$ cat config.mk
export PLATFORM = sky130hd
export DESIGN_NAME = mul8_seq_flat
export DESIGN_NICKNAME = d
export VERILOG_FILES = /design/src/rtl/mul8_seq_pkg.sv /design/src/rtl/mul8_seq_if.sv /design/src/rtl/adder8.sv /design/src/rtl/mul8_seq.sv /design/src/flat_wrapper.sv
export SDC_FILE = /design/constraint.sdc
export NUM_CORES = 1
export LEC_CHECK = 0
export CAP_MARGIN = 20
export CORE_MARGIN = 4
export CORE_UTILIZATION = 33
export CTS_CLUSTER_SIZE = 24
export DETAILED_ROUTE_END_ITERATION = 12
export PLACE_DENSITY = 0.55
export SETUP_SLACK_MARGIN = 0.02
export SYNTH_ARGS = -nofsm -noshare
export SYNTH_HDL_FRONTEND = slang
export SYNTH_HIERARCHICAL = 1
export SYNTH_SLANG_ARGS = --single-unit
$ cat constraint.sdc
create_clock -name clk -period 2.15 [get_ports clk]
set_clock_uncertainty 0.2 [all_clocks]
set_input_delay 0.43 -clock clk [delete_from_list [all_inputs] [get_ports clk]]
set_output_delay 0.43 -clock clk [all_outputs]
set_load 0.02 [all_outputs]
$ cat src/rtl/mul8_seq_pkg.sv
// rtl/mul8_seq_pkg.sv - shared encodings and sizes for the sequential 8x8 multiplier
package mul8_seq_pkg;

  localparam int MUL_ITER = 8;
  localparam int MUL_W    = 8;

  typedef enum logic [1:0] {
    ST_IDLE = 2'd0,
    ST_RUN  = 2'd1,
    ST_DONE = 2'd2
  } state_e;

endpackage

$ cat src/rtl/mul8_seq_if.sv
// rtl/mul8_seq_if.sv - start/busy/done handshake bundle for mul8_seq
// Optional flag signals exist only when MUL8_FLAGS_EN is defined.
interface mul8_seq_if;
  import mul8_seq_pkg::*;

  logic                 start;
  logic [MUL_W-1:0]     a;
  logic [MUL_W-1:0]     b;
  logic                 busy;
  logic                 done;
  logic [2*MUL_W-1:0]   product;
`ifdef MUL8_FLAGS_EN
  logic                 zero;
  logic                 hi_nz;

  modport master (output start, a, b, input busy, done, product, zero, hi_nz);
  modport slave  (input start, a, b, output busy, done, product, zero, hi_nz);
`else
  modport master (output start, a, b, input busy, done, product);
  modport slave  (input start, a, b, output busy, done, product);
`endif

endinterface

$ cat src/rtl/adder8.sv
// rtl/adder8.sv - 8-bit ripple adder with carry out, shared by the multiplier datapath
module adder8 (
  input  logic [7:0] a_i,
  input  logic [7:0] b_i,
  output logic [7:0] sum_o,
  output logic       cout_o
);

  assign {cout_o, sum_o} = {1'b0, a_i} + {1'b0, b_i};

endmodule

$ cat src/rtl/mul8_seq.sv
// rtl/mul8_seq.sv - sequential shift-add 8x8 -> 16 multiplier controller
// Optional zero/hi_nz flags are built when MUL8_FLAGS_EN is defined.
module mul8_seq
  import mul8_seq_pkg::*;
#(
  parameter bit SKIP_ZERO = 1'b1
) (
  input  logic          clk,
  input  logic          rst,
  mul8_seq_if.slave     bus
);

  state_e             state_q, state_d;
  logic [2:0]         count_q, count_d;
  logic [MUL_W-1:0]   mcand_q, mcand_d;
  logic [MUL_W-1:0]   hi_q, hi_d;
  logic [MUL_W-1:0]   lo_q, lo_d;

  logic [MUL_W-1:0]   add_sum;
  logic               add_cout;
  logic [MUL_W:0]     sum9;

  adder8 u_add (
    .a_i    (hi_q),
    .b_i    (mcand_q),
    .sum_o  (add_sum),
    .cout_o (add_cout)
  );

  always_comb begin
    state_d = state_q;
    count_d = count_q;
    mcand_d = mcand_q;
    hi_d    = hi_q;
    lo_d    = lo_q;
    sum9    = lo_q[0] ? {add_cout, add_sum} : {1'b0, hi_q};

    case (state_q)
      ST_IDLE, ST_DONE: begin
        if (bus.start) begin
          mcand_d = bus.a;
          hi_d    = '0;
          lo_d    = bus.b;
          count_d = '0;
          if (SKIP_ZERO && (bus.a == '0 || bus.b == '0)) begin
            lo_d    = '0;
            state_d = ST_DONE;
          end else begin
            state_d = ST_RUN;
          end
        end else if (state_q == ST_DONE) begin
          state_d = ST_IDLE;
        end
      end
      ST_RUN: begin
        // carry out lands in hi[7] after the right shift, so no bit is lost
        hi_d    = sum9[MUL_W:1];
        lo_d    = {sum9[0], lo_q[MUL_W-1:1]};
        count_d = count_q + 3'd1;
        if (count_q == 3'(MUL_ITER - 1)) begin
          state_d = ST_DONE;
        end
      end
      default: state_d = ST_IDLE;
    endcase
  end

  always_ff @(posedge clk or posedge rst) begin
    if (rst) begin
      state_q <= ST_IDLE;
      count_q <= '0;
      mcand_q <= '0;
      hi_q    <= '0;
      lo_q    <= '0;
    end else begin
      state_q <= state_d;
      count_q <= count_d;
      mcand_q <= mcand_d;
      hi_q    <= hi_d;
      lo_q    <= lo_d;
    end
  end

  assign bus.busy    = (state_q == ST_RUN);
  assign bus.done    = (state_q == ST_DONE);
  assign bus.product = {hi_q, lo_q};

`ifdef MUL8_FLAGS_EN
  logic zero_q;
  logic hi_nz_q;

  always_ff @(posedge clk or posedge rst) begin
    if (rst) begin
      zero_q  <= 1'b0;
      hi_nz_q <= 1'b0;
    end else begin
      zero_q  <= ({hi_d, lo_d} == '0);
      hi_nz_q <= (hi_d != '0);
    end
  end

  assign bus.zero  = zero_q;
  assign bus.hi_nz = hi_nz_q;
`endif

endmodule
$ cat src/flat_wrapper.sv
// flat-port wrapper written by rule: the top's interface ports become plain ports
module mul8_seq_flat import mul8_seq_pkg::*;
#(
  parameter bit SKIP_ZERO = 1'b1
)
  (clk, rst, bus_start, bus_a, bus_b, bus_busy, bus_done, bus_product);
  mul8_seq_if bus_i ();
  input  logic clk;
  input  logic rst;
  input wire logic [$bits(bus_i.start)-1:0] bus_start;
  input wire logic [$bits(bus_i.a)-1:0] bus_a;
  input wire logic [$bits(bus_i.b)-1:0] bus_b;
  output wire logic [$bits(bus_i.busy)-1:0] bus_busy;
  output wire logic [$bits(bus_i.done)-1:0] bus_done;
  output wire logic [$bits(bus_i.product)-1:0] bus_product;
  assign bus_i.start = bus_start;
  assign bus_i.a = bus_a;
  assign bus_i.b = bus_b;
  assign bus_busy = bus_i.busy;
  assign bus_done = bus_i.done;
  assign bus_product = bus_i.product;
  mul8_seq #(.SKIP_ZERO(SKIP_ZERO)) u_core (.clk(clk), .rst(rst), .bus(bus_i));
endmodule
# Word level (Yosys, flattened, before mapping)
# Cells that the tools add are included.
# totals
reg_bits	29
in_bits	19
output_inout_bits	18
word_cells	35
# op_classes
add_sub_neg	2
eq_ne	6
mux	13
n_reduce_logical	9
# ops
op	count
8-bit case mux with 2 select lines	2
8-bit two-way mux	3
8-bit zero test	2
8-bit by 8-bit adder with 9-bit output	1
9-bit two-way mux	1
2-bit two-way mux	4
3-bit case mux with 2 select lines	1
2-bit AND reduction	3
2-bit case mux with 2 select lines	1
3-bit by 1-bit adder with 3-bit output, second input constant	1
3-bit equality test, second input constant	1
3-bit two-way mux	1
3-bit inequality test, second input constant	1
2-bit by 1-bit equality test with 1-bit output, second input constant	1
2-bit equality test, second input constant	1
2-bit zero test	1
2-bit by 1-bit inequality test with 1-bit output, second input constant	1
2-bit inequality test, second input constant	1
2-bit nonzero test	1
2-bit OR reduction	1
1-bit logical OR	1

# Longest topological paths before layout
# Gate-level depths: netlist of the first run.
# logic_depth
ltp_word	5
depth_mapped	8
ltp_nobuf	8

# Cells and area by module
# The synthesis of the first run kept the hierarchy.
# modules_own_cells
module	n_inst	cells_each	area_each_um2	seq_area_each_um2
mul8_seq	1	105	1281.2	725.7
adder8	1	42	324.1	0.0

# Least setup slack after synthesis of the first run
# No wires, ideal clock.
# synth_timing
kind	reg-to-reg
from	register u_core.hi_q[0]
to	register u_core.hi_q[7]
setup_ps	122
t_arrival_ps	1788
t_required_ps	1828
slack_ps	41
path_stages_with_launch	8
n_path_buf	0
synth_period_minus_slack_ps	2109
path_cell_list	dfrtp_1 -> ha_1 -> fa_1 -> a21oi_1 -> nor2_1 -> nor2_1 -> o21ai_0 -> a32o_1
# synth_via
elab_chain_cells	3
# synth_rtl
item	line_no	source
start, declared	mul8_seq.sv:16	logic [MUL_W-1:0] hi_q, hi_d;
start signal, assigned	mul8_seq.sv:79	hi_q <= hi_d;
8-bit by 8-bit adder with 9-bit output	adder8.sv:9	assign {cout_o, sum_o} = {1'b0, a_i} + {1'b0, b_i};
named net u_core.add_cout	mul8_seq.sv:20	logic add_cout;
9-bit two-way mux	mul8_seq.sv:36	sum9 = lo_q[0] ? {add_cout, add_sum} : {1'b0, hi_q};
8-bit case mux with 2 select lines	mul8_seq.sv:38	case (state_q)
# The timed path passes the listed nets, and every way through them passes these cells.
# A chain may end at the register's enable or synchronous reset.

# Final worst setup path of the first run
# layout_timing
from	register u_core.hi_q[2]
to	register u_core.hi_q[4]
# layout_via
elab_chain_cells	3
# layout_rtl
item	line_no	source
8-bit by 8-bit adder with 9-bit output	adder8.sv:9	
named net u_core.add_sum[5]	mul8_seq.sv:19	logic [MUL_W-1:0] add_sum;
9-bit two-way mux	mul8_seq.sv:36	
8-bit case mux with 2 select lines	mul8_seq.sv:38	
# The timed path passes the listed nets, and every way through them passes these cells.

==> flow_metrics.env, run 1 <==
export IMPL_status="finished, final reports clean"
export IMPL_cts_sinks=29
export IMPL_rows=25
export IMPL_design_area_mm2=0.002235
export IMPL_drc=0
export IMPL_die_width_um=77.75
export IMPL_grt_pass1_wl_mm=6.748
export IMPL_syn_instance_count=147
export IMPL_grtUsageTotal=0.1417
export IMPL_first_pass_iters=6
export IMPL_async_flop_share=1.000
export IMPL_fin_util=0.4731
export IMPL_netlist_area_mm2=0.001605
export IMPL_synth_fa_ha_area_frac=0.09041
export IMPL_start_kind="flop"
export IMPL_synth_xor_xnor_area_share=0.02182
export IMPL_num_vias=1338
export IMPL_drt_iter0_drc=107
export IMPL_synth_distinct_cells=32
export IMPL_hp_start="u_core/count_q[2]$_DFFE_PP0P_"
export IMPL_leakagePower_nw=0.9937
export IMPL_ys_ff_latch=29
export IMPL_core_mm2=0.004723
export IMPL_fp_dieArea_mm2=0.006044
export IMPL_synth_compound_area_frac=0.1645
export IMPL_cts_tree="done"
export IMPL_area_growth_pct=39.20
export IMPL_final_setup_viol_count=0
export IMPL_min_path_cells=1
export IMPL_clk_latency_ps=270
export IMPL_portBuffers=36
export IMPL_critical_path_class="reg2reg"
export IMPL_finalWirelength_mm=4.050
export IMPL_wl_per_cell_um=15.34
export IMPL_reg2reg_depth=7
export IMPL_max_freq_mhz=492.0
export IMPL_rrSetupSlack_ps=120
export IMPL_hold_class="reg2reg"
export IMPL_initial_core_util=0.3399
export IMPL_synthMuxAreaShare=0.1122
export IMPL_die_y_um=77.75
export IMPL_synth_edff_count=0
export IMPL_cts_root_buf="clkbuf_8"
export IMPL_yosysSeqAreaShare=0.4521
export IMPL_slew_violations=0
export IMPL_placedInstanceArea_mm2=0.002120
export IMPL_grt_antenna_before_repair=0
export IMPL_synthSimpleGateAreaFrac=0.1138
export IMPL_ios=37
export IMPL_cp_required_ps=2100
export IMPL_cts_buffers=5
export IMPL_cellPowerDensity_mw_per_mm2=1694
export IMPL_grt_start_max_net_pins=30
export IMPL_grt_pass1_vias=1441
export IMPL_r2r_start="u_core/hi_q[2]$_DFFE_PP0P_"
export IMPL_total_power_mw=3.785
export IMPL_hold_violations=0
export IMPL_tightest_slew_ps=474.5
export IMPL_path_clk_slew_ps=60
export IMPL_avgSynthCellArea_um2=10.92
export IMPL_grt_overflow_total=0
export IMPL_nets=227
export IMPL_cts_buffer_depth=2
export IMPL_dp_hpwl_mm=2.963
export IMPL_holdPathEnd="u_core/count_q[2]$_DFFE_PP0P_"
export IMPL_synth_top_family_by_area="compound AO/OA/AOI/OAI gates"
export IMPL_via_per_inst=5.068
export IMPL_crit_arrival_ps=1990
export IMPL_slew_headroom=0.6837
export IMPL_end_kind="flop"
export IMPL_gp_congestion=0.7842
export IMPL_rsz0062_at_grt="yes"
export IMPL_finalCritPeriodShare=0.9454
export IMPL_yosysWarnings=6
export IMPL_synth_nets=177
export IMPL_vdd_drop_max_mv=0.6997
export IMPL_cap_violations=0
export IMPL_cp_max_fo=4
export IMPL_period_minus_slack_ps=2033
export IMPL_antenna_cells=0
export IMPL_r2r_end="u_core/hi_q[4]$_DFFE_PP0P_"
export IMPL_synthFlopType="dfrtp_1"
export IMPL_cts_hold_buf=0
export IMPL_drive_above_1_share=0.1980
export IMPL_antenna_left=0
export IMPL_htreeDepth=2
## layout by cell type (no fill, tap or decap), types with 2 or more instances in the layout
| master | count |
|---|---|
| nand2b_1 | 2 |
| xnor2_1 | 2 |
| a21o_1 | 3 |
| a222oi_1 | 7 |
| buf_4 | 13 |
| a21oi_1 | 3 |
| clkbuf_8 | 6 |
| clkdlybuf4s50_1 | 35 |
| nor2b_1 | 3 |
| nand2_1 | 14 |
| a311o_1 | 2 |
| mux2_2 | 8 |
| a21oi_2 | 4 |
| nor4_1 | 3 |
| mux2i_1 | 9 |
| ha_1 | 9 |
| a22o_1 | 2 |
| inv_1 | 11 |
| nor4_4 | 2 |
| dfrtp_1 | 29 |
| xor2_1 | 2 |
| o21ai_0 | 10 |
| nor3_1 | 2 |
| nor2_1 | 2 |
## worst max-delay path by stage
stage / startpoint / end / cells past startpoint / slack (ps)
detailed placement: bus_a[2] / u_core/lo_q[5]$_DFFE_PP0P_ / 5 / -70
global route: u_core/hi_q[5]$_DFFE_PP0P_ / u_core/hi_q[4]$_DFFE_PP0P_ / 6 / -2
CTS: u_core/hi_q[0]$_DFFE_PP0P_ / u_core/hi_q[7]$_DFFE_PP0P_ / 7 / 10
global placement: bus_a[2] / u_core/lo_q[5]$_DFFE_PP0P_ / 5 / -50
floorplan: u_core/hi_q[0]$_DFFE_PP0P_ / u_core/hi_q[7]$_DFFE_PP0P_ / 7 / 40
finish: u_core/hi_q[2]$_DFFE_PP0P_ / u_core/hi_q[4]$_DFFE_PP0P_ / 7 / 120
## Yosys cell counts, types with 3 or more instances
cell type	n	area, µm²
o21ai_0	10	50.05
nand2_1	14	52.55
ha_1	10	125.1
buf_2	4	20.02
mux2i_1	9	90.09
dfrtp_1	29	725.7
a21oi_1	6	30.03
nor4_1	3	18.77
a21o_1	3	22.52
nor2b_1	3	18.77
mux2_2	8	90.09
inv_1	11	41.29
a222oi_1	7	70.07
nor2_1	3	11.26
## what timing repair did
action,in CTS,in global routing
resized for setup,2,8
pin swaps,0,1
endpoints found under the setup margin,2,4
setup buffers,0,0
cloned,0,0
## worst max-delay path, stage by stage, from the launching register on
cell     delay, ps
dfrtp_1        410
ha_2           400
nand3_2        140
a21oi_2        170
nor4_1          60
a311o_1        320
mux2i_1        120
o21ai_0         90
## where the power goes
group	switching, mW	internal [mW]	total, mW	leakage (nW)
registers	0.210	0.821	1.03	0.355
logic	1.17	1.13	2.30	0.594
clock network	0.197	0.253	0.451	0.0443
## cell type report
cell class                 instances  area (µm²)
clock buffer                       7       86.33
fill                             448        2489
inverter                          12       45.04
multi-input combinational        100       837.1
sequential                        29       725.7
tap                               67       83.83
timing repair buffer              49       456.7
## per-layer routing
layer	track usage	up-vias	share of wire	routed length [µm]
li1	-	641	-	-
met1	0.1722	648	0.45	1816
met2	0.2337	47	0.49	1975
met3	0.05104	2	0.060	244
met4	0.04270	0	0.0035	14
met5	0	-	0	0
## cells by family after synthesis
kind of cell,count (synthesis)
xor gates and xnor gates,4
AOI/OAI and AO/OA,36
muxes,17
buffers and inverters,18
adders and majority gates,11
and+or+nand+nor,32
DFF,29
## through the flow
| step | hold WS [ps] | cells | TNS, ps | setup WS (ps) |
|---|---|---|---|---|
| final | 309.8 | 264 | 0 | 117.3 |
| after global routing | 330.9 | 264 | -2.163 | -2.163 |
| after CTS | 311.6 | 264 | 0 | 12.77 |
| after detailed placement | 289.0 | 257 | -353.9 | -67.25 |
| after global placement | 286.9 | 257 | -233.1 | -48.75 |
| after floorplan | 267.7 | 147 | 0 | 40.55 |
## sequential cells by signal (all words and copies together) (netlist names)
name and cells:
u_core/count_q 3, u_core/state_q 2, u_core/mcand_q 8, u_core/hi_q 8, u_core/lo_q 8
Power figures use the tool's default switching activity.
==> run 2, diff against run 1 <==
--- a/config.mk
+++ b/config.mk
@@ -10,9 +10,9 @@
 export CORE_UTILIZATION = 33
 export CTS_CLUSTER_SIZE = 24
 export DETAILED_ROUTE_END_ITERATION = 12
-export PLACE_DENSITY = 0.55
+export PLACE_DENSITY = 0.54
 export SETUP_SLACK_MARGIN = 0.02
+export SKIP_LAST_GASP = 1
 export SYNTH_ARGS = -nofsm -noshare
 export SYNTH_HDL_FRONTEND = slang
-export SYNTH_HIERARCHICAL = 1
 export SYNTH_SLANG_ARGS = --single-unit
==> flow_metrics.env, run 2 <==
export IMPL_via_per_inst=5.134
export IMPL_cp_top_family="adder cells"
export IMPL_ios=37
export IMPL_cts_sinks=29
export IMPL_synth_nets=205
export IMPL_drt_iter0_drc=88
export IMPL_finalCritPeriodShare=0.9854
export IMPL_vdd_drop_max_mv=0.6855
export IMPL_yosysWarnings=0
export IMPL_end_kind="flop"
export IMPL_antenna_cells=0
export IMPL_synth_top_area_share=0.4391
export IMPL_cp_required_ps=2110
export IMPL_yosysSeqAreaShare=0.4391
export IMPL_synth_commonest_cells="nand2_1 (37), dfrtp_1 (29), ha_1 (10), nand3_1 (10), o21ai_0 (9)"
export IMPL_period_minus_slack_ps=2119
export IMPL_gp_congestion=0.8574
export IMPL_cp_num_cells=8
export IMPL_cts_root_buf="clkbuf_8"
export IMPL_rsz0062_at_grt="yes"
export IMPL_drive_above_1_share=0.1467
export IMPL_fin_util=0.4750
export IMPL_cts_tree="done"
export IMPL_grt_overflow_total=0
export IMPL_start_kind="flop"
export IMPL_design_area_mm2=0.002273
export IMPL_grt_pass1_vias=1516
export IMPL_crit_arrival_ps=2080
export IMPL_num_vias=1499
export IMPL_placedInstanceArea_mm2=0.002147
export IMPL_slew_headroom=0.7565
export IMPL_tightest_slew_ps=362.0
export IMPL_async_flop_share=1.000
export IMPL_synth_distinct_cells=41
export IMPL_grt_start_max_net_pins=30
export IMPL_cts_hold_buf=0
export IMPL_grt_antenna_before_repair=0
export IMPL_clk_latency_ps=280
export IMPL_yosysMostFrequentCell="nand2_1"
export IMPL_critPathSlowestCell="fa_2"
export IMPL_initial_core_util=0.3454
export IMPL_area_growth_pct=37.55
export IMPL_min_path_cells=2
export IMPL_fillers=483
export IMPL_cts_buffer_depth=2
export IMPL_cp_cell_sequence="ha_4 -> inv_2 -> fa_2 -> nor2b_4 -> o31a_1 -> o22ai_2 -> mux2i_1 -> a311o_1"
export IMPL_top_regs="u_core.hi_q: 8 flops, u_core.lo_q: 8 flops, u_core.mcand_q: 8 flops"
export IMPL_finalNonFillerCells=292
export IMPL_max_freq_mhz=472.0
export IMPL_cellPowerDensity_mw_per_mm2=1618
export IMPL_finalWirelength_mm=4.332
export IMPL_grt_pass1_wl_mm=7.445
export IMPL_avgSynthCellArea_um2=9.445
export IMPL_reg2reg_depth=8
export IMPL_first_pass_iters=5
export IMPL_yosysTopAreaCell="dfrtp_1"
export IMPL_antenna_left=0
export IMPL_path_clk_slew_ps=60
export IMPL_drc=0
export IMPL_synthFlopType="dfrtp_1"
export IMPL_portBuffers=36
export IMPL_cp_max_fo=2
export IMPL_critical_path_class="reg2reg"
export IMPL_final_cell_mix="nand2_1 (37), clkdlybuf4s50_1 (35), dfrtp_1 (28)"
export IMPL_rows=25
export IMPL_ys_top_cells_by_area="dfrtp_1 (44%), nand2_1 (8.4%), ha_1 (7.6%), mux2i_1 (3.6%), nand3_1 (3.0%)"
export IMPL_path_buf_inv=1
export IMPL_slew_violations=0
export IMPL_dp_cells=281
export IMPL_leakagePower_nw=1.045
export IMPL_grtUsageTotal=0.1542
export IMPL_status="finished, final reports clean"
export IMPL_cap_violations=0
export IMPL_fp_dieArea_mm2=0.006205
export IMPL_ys_ff_latch=29
export IMPL_nets=254
export IMPL_syn_instance_count=175
export IMPL_netlist_area_mm2=0.001653
export IMPL_htreeDepth=2
export IMPL_hold_violations=0
export IMPL_cts_buffers=5
export IMPL_core_mm2=0.004786
export IMPL_dp_hpwl_mm=3.208
export IMPL_final_setup_viol_count=0
export IMPL_die_y_um=78.77
export IMPL_final_common_cell="nand2_1"
export IMPL_die_width_um=78.77
export IMPL_max_stage_delay_ps=420
export IMPL_wl_per_cell_um=14.84
export IMPL_hold_class="reg2reg"
export IMPL_synth_edff_count=0
run 2: tightest hold or removal path: stages, from the launching register on:
cell     delay, ps
dfrtp_1        350
nand2_1         50
nand2_1         60
run 2: through the flow:
step                      total power [mW]  setup WS [ps]  hold WS (ps)  TNS, ps
after global placement               3.118         -85.16         273.5   -370.4
after floorplan                      2.414          54.74         249.7        0
after global routing                 4.012         -45.91         331.5   -45.91
after CTS                            3.689          25.27         295.2        0
after detailed placement             3.159         -121.7         275.1   -393.7
final                                3.678          31.34         286.3        0
run 2: final cells by class:
cell class	instances	area [µm²]	share of cell area
multi-input cells	130	859.6	0.3781
flip-flops and latches	29	726.9	0.3198
repair buffers	51	475.5	0.2091
clock buffers	7	96.34	0.04238
well taps	67	83.83	0.03687
inverters	7	26.28	0.01156
clock inverters	1	5.005	0.002201
run 2: worst paths after layout:
| kind | endpoint | from | slack (ps) |
|---|---|---|---|
| min reg2reg | u_core.mcand_q[2]$_DFFE_PP0P_ | u_core.mcand_q[2]$_DFFE_PP0P_ | 290 |
| min | u_core.mcand_q[2]$_DFFE_PP0P_ | u_core.mcand_q[2]$_DFFE_PP0P_ | 290 |
| max | u_core.hi_q[5]$_DFFE_PP0P_ | u_core.mcand_q[0]$_DFFE_PP0P_ | 30 |
| min in group asynchronous | u_core.hi_q[1]$_DFFE_PP0P_ | rst | 320 |
| max in group asynchronous | u_core.hi_q[0]$_DFFE_PP0P_ | rst | 1140 |
| max reg2reg | u_core.hi_q[5]$_DFFE_PP0P_ | u_core.mcand_q[0]$_DFFE_PP0P_ | 30 |
run 2: routing by layer:
layer	vias to the layer above	share of wire	wire, µm	track usage
met5	-	0	0	0
met4	0	0.011	48	0.04895
met3	6	0.055	239	0.04422
met2	53	0.46	2001	0.2496
met1	722	0.47	2043	0.1984
li1	718	-	-	-
run 2: timing repair:
item                                    in CTS  in global routing
resized for setup                            0                  2
pin swaps                                    1                  7
endpoints found under the setup margin       1                  3
hold endpoints to repair                     0                  0
buffers inserted                             0                  3
run 2: cell families (layout without fill, tap and decap cells):
| kind of cell | Yosys count | after routing | synth area share |
|---|---|---|---|
| buffers and inverters | 16 | 66 | 0.04996 |
| AO/OA/AOI/OAI | 40 | 40 | 0.1696 |
| flip-flops | 29 | 29 | 0.4391 |
| XOR/XNOR | 3 | 3 | 0.01590 |
| multiplexers | 6 | 6 | 0.03634 |
| adder cells (fa/ha/maj) | 11 | 11 | 0.08781 |
| AND/OR/NAND/NOR | 70 | 70 | 0.2014 |
run 2: where the power goes:
part	switching [mW]	internal [mW]
registers	0.204	0.815
clock network	0.211	0.289
logic	1.11	1.05
total	1.53	2.15
==> run 3, diff against run 2 <==
--- a/config.mk
+++ b/config.mk
@@ -13,6 +13,7 @@
 export PLACE_DENSITY = 0.54
 export SETUP_SLACK_MARGIN = 0.02
 export SKIP_LAST_GASP = 1
+export SLEW_MARGIN = 20
 export SYNTH_ARGS = -nofsm -noshare
 export SYNTH_HDL_FRONTEND = slang
 export SYNTH_SLANG_ARGS = --single-unit
==> constraint.sdc (replaced) <==
create_clock -name clk -period 2.5 [get_ports clk]
set_clock_uncertainty 0.2 [all_clocks]
set_input_delay 0.5 -clock clk [delete_from_list [all_inputs] [get_ports clk]]
set_output_delay 0.5 -clock clk [all_outputs]
set_load 0.02 [all_outputs]
==> flow_metrics.env, run 3 (synthesis results as in run 2) <==
export IMPL_end_kind="flop"
export IMPL_min_path_cells=2
export IMPL_max_freq_mhz=437.7
export IMPL_crit_arrival_ps=2250
export IMPL_clk_latency_ps=280
export IMPL_num_vias=1405
export IMPL_initial_core_util=0.3454
export IMPL_drt_iter0_drc=72
export IMPL_post_cts_buffers=0
export IMPL_nets=245
export IMPL_grt_busiest_layer="met2"
export IMPL_fin_tns_setup_ps=0
export IMPL_grt_antenna_before_repair=0
export IMPL_period_minus_slack_ps=2285
export IMPL_drive_above_1_share=0.08796
export IMPL_final_cell_mix="nand2_1 (37), clkdlybuf4s50_1 (36), dfrtp_1 (29)"
export IMPL_final_setup_viol_count=0
export IMPL_gp_congestion=0.8250
export IMPL_cp_max_fo=4
export IMPL_status="finished, final reports clean"
export IMPL_reg2reg_depth=8
export IMPL_cts_buffers=5
export IMPL_first_pass_iters=4
export IMPL_rsz0062_at_grt="no"
export IMPL_cap_violations=0
export IMPL_rrSetupSlack_ps=220
export IMPL_grt_pass1_vias=1446
export IMPL_use_met1=0.1989
export IMPL_slew_headroom=0.6370
export IMPL_cts_resized=0
export IMPL_r2r_start="u_core.hi_q[0]$_DFFE_PP0P_"
export IMPL_htreeDepth=2
export IMPL_detailedPlace_worstSlack_ps=162.4
export IMPL_portBuffers=36
export IMPL_r2r_end="u_core.hi_q[5]$_DFFE_PP0P_"
export IMPL_critical_path_class="reg2reg"
export IMPL_grt_met2_usage=0.2301
export IMPL_grt_pass1_wl_mm=7.238
export IMPL_ios=37
export IMPL_tightest_slew_ps=539.5
export IMPL_vdd_drop_max_mv=0.5549
export IMPL_met3_usage=0.05442
export IMPL_wl_per_cell_um=15.02
export IMPL_cts_buffer_depth=2
export IMPL_final_common_cell="nand2_1"
export IMPL_finalWirelength_mm=4.252
export IMPL_setup_slack_ps=215.2
export IMPL_hold_class="reg2reg"
export IMPL_grt_start_max_net_pins=30
export IMPL_via_per_inst=4.965
export IMPL_die_width_um=78.77
export IMPL_start_kind="flop"
export IMPL_hold_violations=0
export IMPL_grt_overflow_total=0
export IMPL_finalCritPeriodShare=0.9139
export IMPL_holdPathEnd="u_core.mcand_q[7]$_DFFE_PP0P_"
export IMPL_dp_hpwl_mm=3.039
export IMPL_cts_root_buf="clkbuf_8"
export IMPL_slew_violations=0
export IMPL_antenna_cells=0
export IMPL_cts_hold_buf=0
export IMPL_area_growth_pct=31.19
export IMPL_cellPowerDensity_mw_per_mm2=1367
export IMPL_cts_tree="done"
export IMPL_drc=0
export IMPL_leakagePower_nw=0.9880
export IMPL_grtUsageTotal=0.1514
export IMPL_path_clk_slew_ps=70
export IMPL_antenna_left=0
export IMPL_fp_dieArea_mm2=0.006205
export IMPL_core_mm2=0.004786
export IMPL_rows=25
export IMPL_cp_required_ps=2460
export IMPL_cts_sinks=29
export IMPL_die_y_um=78.77
export IMPL_hp_start="u_core.mcand_q[7]$_DFFE_PP0P_"
export IMPL_fin_util=0.4531
export IMPL_top_regs="u_core.hi_q: 8 flops, u_core.lo_q: 8 flops, u_core.mcand_q: 8 flops"
run 3: stage by stage:
| step | power, mW | instance area, µm² | instances | hold slack [ps] |
|---|---|---|---|---|
| 3_5_place_dp | 2.608 | 2086 | 275 | 272.5 |
| 2_1_floorplan | 2.056 | 1653 | 175 | 249.7 |
| 3_3_place_gp | 2.590 | 2086 | 275 | 271.6 |
| 4_1_cts | 2.997 | 2168 | 283 | 287.0 |
| 5_1_grt | 3.242 | 2168 | 283 | 306.8 |
| 6_report | 2.963 | 2168 | 283 | 280.8 |
run 3: routing by layer:
| metal | vias to the layer above | share of wire |
|---|---|---|
| li1 | 701 | - |
| met2 | 44 | 0.46 |
| met5 | - | 0 |
| met4 | 0 | 0.0075 |
| met1 | 656 | 0.46 |
| met3 | 4 | 0.071 |
run 3: report_power, final:
group          switching, mW  internal, mW  total (mW)
Combinational          0.907         0.800        1.71
Sequential             0.178         0.699       0.878
Clock                  0.186         0.193       0.378
Total                   1.27          1.69        2.96
run 3: worst max path at each step:
stage	from	to	cells past startpoint
global route	u_core.hi_q[0]$_DFFE_PP0P_	u_core.hi_q[5]$_DFFE_PP0P_	8
detailed placement	bus_a[4]	u_core.lo_q[0]$_DFFE_PP0P_	5
finish	u_core.hi_q[0]$_DFFE_PP0P_	u_core.hi_q[5]$_DFFE_PP0P_	8
floorplan	u_core.hi_q[0]$_DFFE_PP0P_	u_core.hi_q[5]$_DFFE_PP0P_	8
CTS	u_core.hi_q[0]$_DFFE_PP0P_	u_core.hi_q[5]$_DFFE_PP0P_	8
global placement	bus_a[4]	u_core.lo_q[6]$_DFFE_PP0P_	5
run 3: layout make-up:
type	instances	area (µm²)
sequential	29	725.7
tap	67	83.83
clock buffer	6	72.57
timing repair buffer	42	405.4
fill	473	2618
clock inverter	2	10.01
multi-input combinational	130	844.6
inverter	7	26.28
run 3: worst max-delay path: stages (launching register included):
cell and delay [ps]:
dfrtp_1 390, ha_1 220, inv_1 70, fa_1 440, nor2b_4 140, o31a_1 170
o22ai_2 100, mux2i_1 120, a311o_1 310
